==> config.mk <==
export PLATFORM = sky130hd
export DESIGN_NAME = mc_alu_flops_flat
export DESIGN_NICKNAME = d
export VERILOG_FILES = /design/src/rtl/mc_alu_flops_pkg.sv /design/src/rtl/mc_alu_flops_if.sv /design/src/rtl/mc_alu_flops_prims.sv /design/src/rtl/mc_alu_flops.sv /design/src/flat_wrapper.sv
export SDC_FILE = /design/constraint.sdc
export NUM_CORES = 1
export LEC_CHECK = 0
export BUFFER_PORTS_ARGS = -buffer_cell sky130_fd_sc_hd__buf_2
export CORE_MARGIN = 8
export CORE_UTILIZATION = 47
export CTS_BUF_LIST = sky130_fd_sc_hd__clkbuf_4 sky130_fd_sc_hd__clkbuf_8
export DETAILED_ROUTE_END_ITERATION = 12
export PLACE_DENSITY_LB_ADDON = 0.15
export SYNTH_ARGS = -nofsm -noshare
export SYNTH_HDL_FRONTEND = slang
export SYNTH_SLANG_ARGS = --single-unit
==> constraint.sdc <==
create_clock -name clk -period 4.6 [get_ports clk]
set_input_delay 0.69 -clock clk [delete_from_list [all_inputs] [get_ports clk]]
set_output_delay 0.69 -clock clk [all_outputs]
set_load 0.01 [all_outputs]
==> src/rtl/mc_alu_flops_pkg.sv <==
// Shared definitions for the execute-stage primitives.
// The package holds the ALU opcode constants and the result-select encoding
// carried by alucontrol[1:0].
package mc_alu_pkg;

  localparam logic [3:0] ALU_AND  = 4'b0000;
  localparam logic [3:0] ALU_OR   = 4'b0001;
  localparam logic [3:0] ALU_ADD  = 4'b0010;
  localparam logic [3:0] ALU_SUB  = 4'b0110;
  localparam logic [3:0] ALU_SLT  = 4'b0111;
  localparam logic [3:0] ALU_SLTU = 4'b1111;

  // Result select held in alucontrol[1:0]
  typedef enum logic [1:0] {
    SEL_AND = 2'b00,
    SEL_OR  = 2'b01,
    SEL_SUM = 2'b10,
    SEL_SLT = 2'b11
  } alu_sel_e;

endpackage

==> src/rtl/mc_alu_flops_if.sv <==
// Bus bundle for mc_alu_flops.
// Signals:
//   a, b, alucontrol  ALU operands and operation select
//   aluresult, zero   combinational ALU result and zero flag
//   aluout            registered ALU result (ALUOut)
//   en, d, q          enabled register load enable, data in, data out
// The master modport drives the inputs; the slave modport is the design side.
interface mc_alu_flops_if #(parameter int WIDTH = 32);
  logic [31:0]      a;
  logic [31:0]      b;
  logic [3:0]       alucontrol;
  logic [31:0]      aluresult;
  logic             zero;
  logic [31:0]      aluout;
  logic             en;
  logic [WIDTH-1:0] d;
  logic [WIDTH-1:0] q;

  modport master (
    output a, b, alucontrol, en, d,
    input  aluresult, zero, aluout, q
  );

  modport slave (
    input  a, b, alucontrol, en, d,
    output aluresult, zero, aluout, q
  );
endinterface

==> src/rtl/mc_alu_flops_prims.sv <==
// Execute-stage primitives, each usable on its own by the datapath.
//   alu      32-bit combinational ALU
//            a, b: operands; alucontrol: op select; result, zero: outputs
//   flopr    resettable register, loads d every rising edge
//   flopenr  resettable register, loads d on a rising edge when en=1
// Both registers clear asynchronously on an active-high reset.
module alu
  import mc_alu_pkg::*;
(
  input  logic [31:0] a,
  input  logic [31:0] b,
  input  logic [3:0]  alucontrol,
  output logic [31:0] result,
  output logic        zero
);
  logic [31:0] bb;
  logic [32:0] sum;
  logic        ovf;
  logic        lt;

  // Bit 2 turns the adder into a subtractor: a + ~b + 1.
  assign bb  = alucontrol[2] ? ~b : b;
  assign sum = {1'b0, a} + {1'b0, bb} + 33'(alucontrol[2]);

  // Signed compare stays correct when the subtraction overflows.
  assign ovf = (a[31] == bb[31]) & (sum[31] != a[31]);

  // Bit 3 only matters for the compare: unsigned less-than is a missing carry.
  assign lt  = alucontrol[3] ? ~sum[32] : (sum[31] ^ ovf);

  always_comb begin
    result = '0;
    unique case (alu_sel_e'(alucontrol[1:0]))
      SEL_AND: result = a & bb;
      SEL_OR:  result = a | bb;
      SEL_SUM: result = sum[31:0];
      SEL_SLT: result = {31'b0, lt};
      default: result = '0;
    endcase
  end

  assign zero = (result == 32'd0);
endmodule

module flopr #(parameter int WIDTH = 32) (
  input  logic             clk,
  input  logic             reset,
  input  logic [WIDTH-1:0] d,
  output logic [WIDTH-1:0] q
);
  always_ff @(posedge clk or posedge reset)
    if (reset) q <= '0;
    else       q <= d;
endmodule

module flopenr #(parameter int WIDTH = 32) (
  input  logic             clk,
  input  logic             reset,
  input  logic             en,
  input  logic [WIDTH-1:0] d,
  output logic [WIDTH-1:0] q
);
  always_ff @(posedge clk or posedge reset)
    if (reset)   q <= '0;
    else if (en) q <= d;
endmodule

==> src/rtl/mc_alu_flops.sv <==
// Wrapper exposing the execute-stage primitives together.
//   clk    rising-edge clock
//   reset  asynchronous active-high clear of both registers
//   bus    slave side of mc_alu_flops_if (ALU operands/results, ALUOut,
//          enabled-register en/d/q)
// ALU feeds the ALUOut register; the enabled register is wired independently.
module mc_alu_flops #(parameter int WIDTH = 32) (
  input logic           clk,
  input logic           reset,
  mc_alu_flops_if.slave bus
);
  alu u_alu (
    .a          (bus.a),
    .b          (bus.b),
    .alucontrol (bus.alucontrol),
    .result     (bus.aluresult),
    .zero       (bus.zero)
  );

  flopr #(.WIDTH(32)) u_aluout (
    .clk   (clk),
    .reset (reset),
    .d     (bus.aluresult),
    .q     (bus.aluout)
  );

  flopenr #(.WIDTH(WIDTH)) u_enreg (
    .clk   (clk),
    .reset (reset),
    .en    (bus.en),
    .d     (bus.d),
    .q     (bus.q)
  );
endmodule

==> src/flat_wrapper.sv <==
// flat-port wrapper written by rule: the top's interface ports become plain ports
module mc_alu_flops_flat 
#(parameter int WIDTH = 32)
  (clk, reset, bus_a, bus_b, bus_alucontrol, bus_en, bus_d, bus_aluresult, bus_zero, bus_aluout, bus_q);
  mc_alu_flops_if #(.WIDTH(WIDTH)) bus_i ();
  input logic clk;
  input logic reset;
  input wire logic [$bits(bus_i.a)-1:0] bus_a;
  input wire logic [$bits(bus_i.b)-1:0] bus_b;
  input wire logic [$bits(bus_i.alucontrol)-1:0] bus_alucontrol;
  input wire logic [$bits(bus_i.en)-1:0] bus_en;
  input wire logic [$bits(bus_i.d)-1:0] bus_d;
  output wire logic [$bits(bus_i.aluresult)-1:0] bus_aluresult;
  output wire logic [$bits(bus_i.zero)-1:0] bus_zero;
  output wire logic [$bits(bus_i.aluout)-1:0] bus_aluout;
  output wire logic [$bits(bus_i.q)-1:0] bus_q;
  assign bus_i.a = bus_a;
  assign bus_i.b = bus_b;
  assign bus_i.alucontrol = bus_alucontrol;
  assign bus_i.en = bus_en;
  assign bus_i.d = bus_d;
  assign bus_aluresult = bus_i.aluresult;
  assign bus_zero = bus_i.zero;
  assign bus_aluout = bus_i.aluout;
  assign bus_q = bus_i.q;
  mc_alu_flops #(.WIDTH(WIDTH)) u_core (.clk(clk), .reset(reset), .bus(bus_i));
endmodule
==> impl_metrics.json <==
{
  "cts-root-buf": "clkbuf_8",
  "drt_iter0_markers": 390,
  "crit_type": "primary input to output pin",
  "clock-sinks": 64,
  "holdWs_ns": 0.5031,
  "wire_per_inst_um": 16.53,
  "hold_path_class": "flop to flop",
  "setup_tns_ns": -0.1987,
  "cap_violations": 0,
  "cts_hold_buf": 0,
  "reg2reg_to": "u_core.u_enreg.q[23]",
  "diodes": 0,
  "crit_path_max_fanout": 5,
  "max-vdd-ir-drop_v": 0.0001844,
  "drt_pass1_iterations": 5,
  "synthArstFlopShare_pct": 100.0,
  "placed_cells_incl_taps": 1117,
  "power.leakage_nw": 4.399,
  "yosysTopAreaCellShare_pct": 28.50,
  "gr-usage-met1_pct": 28.60,
  "crit_end": "bus_zero",
  "ys_seq_elements": 64,
  "p_per_area_nw_per_um2": 284.3,
  "die_h_um": 125.3,
  "synth_warnings": 0,
  "cts-htree-levels": 3,
  "core-area_sq_um": 11860,
  "cts_max_path_buffers": 2,
  "rsz0062_at_grt": "yes",
  "endpoint_kind": "output pin",
  "mostFrequentLayoutCells": "198 x buf_2, 153 x buf_4, 74 x inv_1, 64 x dfrtp_1, 61 x ha_1",
  "rrSetupSlack_ns": 3.83,
  "ys_seq_area_share_pct": 28.50,
  "synthTopCellsByArea": "dfrtp_1 29%, ha_1 14%, xor2_1 6.5%",
  "ff2ff_path_depth": 1,
  "drtAntennaViolNets": 0,
  "slew_headroom_pct": 45.94,
  "grt.total_usage_pct": 23.91,
  "layout_setup_ws_ns": -0.1987,
  "top_usage_layer": "met2",
  "dieArea_sq_um": 15710,
  "cp.required_ns": 3.91,
  "routed_via_density": 5.193,
  "tightest_slew_ns": 0.8109,
  "cts_tree": "done",
  "yosysTopAreaCell": "dfrtp_1",
  "antenna_found_initial": 0,
  "grt_overflow": 0,
  "dp_slack_ns": -0.5301,
  "portBuffers": 199,
  "grt_use_met2_pct": 41.29,
  "die_width_um": 125.3,
  "synth-main-ff-cell": "dfrtp_1",
  "fin_crit_sh_pct": 104.3,
  "synthCells": 648,
  "crit_start": "bus_alucontrol[2]",
  "clk_latency_ns": 0.35,
  "synth-edff-count": 0,
  "grt_max_degree": 65,
  "gr-usage-met3_pct": 6.077,
  "drive_gt1_share_pct": 43.96,
  "syn_to_final_growth_pct": 45.29,
  "cp-start-kind": "primary input",
  "status": "complete, but fails checks",
  "layout.nets": 1149,
  "fin_cells": 1132,
  "fmax_mhz": 208.4,
  "total_power_mw": 2.321,
  "place_area_sq_um": 7850,
  "drc": 0,
  "fill_cells": 970,
  "violations": "negative setup slack",
  "grt_pass1_vias": 6146,
  "synthDistinctLibCells": 64,
  "routabilityCongestion": 0.9245,
  "hold_viol": 0,
  "avgSynthCellArea_sq_um": 8.672,
  "synth.net_count": 816,
  "syn_area_sq_um": 5619,
  "finalCoreUtilization_pct": 68.83,
  "arrival_ns": 4.11,
  "grt_pass1_wl_um": 30770,
  "drv_slew": 0,
  "cts_made_buffers": 9,
  "min_period_ns": 4.799,
  "final_cell_area_sq_um": 8164,
  "ioPinCount": 200,
  "initial_utilization_pct": 47.37,
  "routed_wl_um": 18720,
  "dp_hpwl_um": 15460,
  "layout_commonest_cell": "buf_2",
  "clkSlewWorstSetupHoldPaths_ns": 0.07,
  "finClkSkew_ns": 0,
  "rows": 40,
  "setup_violations": 1,
  "r2r-start": "u_core.u_enreg.q[23]",
  "num_vias": 5879
}
-- registers in the layout (all words and copies together), names as in the netlist --
name	flops
u_core.u_aluout.q	32
u_core.u_enreg.q	32
-- power by group --
part	switching, mW	internal [mW]	total [mW]
clock network	0.246	0.245	0.491
logic	0.603	0.572	1.17
registers	0.0222	0.633	0.655
total	0.871	1.45	2.32
-- how the worst min path moves through the flow --
stage                    startpoint              endpoint  slack [ns]  cells after the start
2_1_floorplan  u_core.u_enreg.q[17]  u_core.u_enreg.q[17]        0.55                      1
3_3_place_gp   u_core.u_enreg.q[31]  u_core.u_enreg.q[31]        0.48                      1
3_5_place_dp   u_core.u_enreg.q[13]  u_core.u_enreg.q[13]        0.49                      1
4_1_cts        u_core.u_enreg.q[13]  u_core.u_enreg.q[13]        0.51                      1
5_1_grt        u_core.u_enreg.q[13]  u_core.u_enreg.q[13]        0.52                      1
6_report       u_core.u_enreg.q[13]  u_core.u_enreg.q[13]        0.50                      1
-- logic make-up after synthesis --
group / share of synthesized area [%]
buffers and inverters: 7.526
flip-flops: 28.50
AO/OA/AOI/OAI: 17.84
multiplexers: 9.152
adder cells (fa/ha/maj): 14.61
XOR/XNOR: 9.196
AND/OR/NAND/NOR: 13.18
-- synthesized netlist by cell type (6+ instances only) --
cell and instances:
inv_1 75, dfrtp_1 64, ha_1 64, a21oi_1 48
nor2_1 46, xor2_1 42, nand2_1 40, mux2_2 32
o21ai_0 31, clkbuf_1 19, xnor2_1 17, mux2i_1 14
o22ai_1 14, nand2b_1 10, a21o_1 9, nor3_1 8
o21ai_1 8, and3_1 6, nand3_1 6
-- final cells by class --
type	count	area [sq um]	area share, %
sequential	64	1602	19.62
clock inverter	6	61.31	0.7510
clock buffer	9	123.9	1.517
tap	147	183.9	2.253
timing repair buffer	353	2171	26.59
inverter	76	285.3	3.494
multi-input combinational	477	3737	45.78
-- what timing repair did --
action / in CTS / in global routing
pin swaps: 1 / 1
buffers inserted: 0 / 0
resized for setup: 12 / 13
setup endpoints to repair: 5 / 6
cloned: 0 / 0
-- critical path, cell delays in order --
cell and delay [ns]:
buf_4 0.14, buf_4 0.14, xor2_2 0.17, inv_1 0.06, ha_1 0.30, a21o_1 0.19, a21oi_2 0.15, buf_4 0.13
nand2_1 0.05, xnor2_1 0.13, o21ai_0 0.13, or4b_1 0.55, or4_4 0.45, nor4b_4 0.24, and4b_1 0.25, and4b_1 0.19
buf_2 0.13
-- layer usage --
metal	up-vias	part of all wire, %
li1	2884	-
met3	23	6.9
met1	2770	43
met4	0	1.6
met2	202	48
met5	-	0
Note: power is estimated with default switching activity, not from simulation.
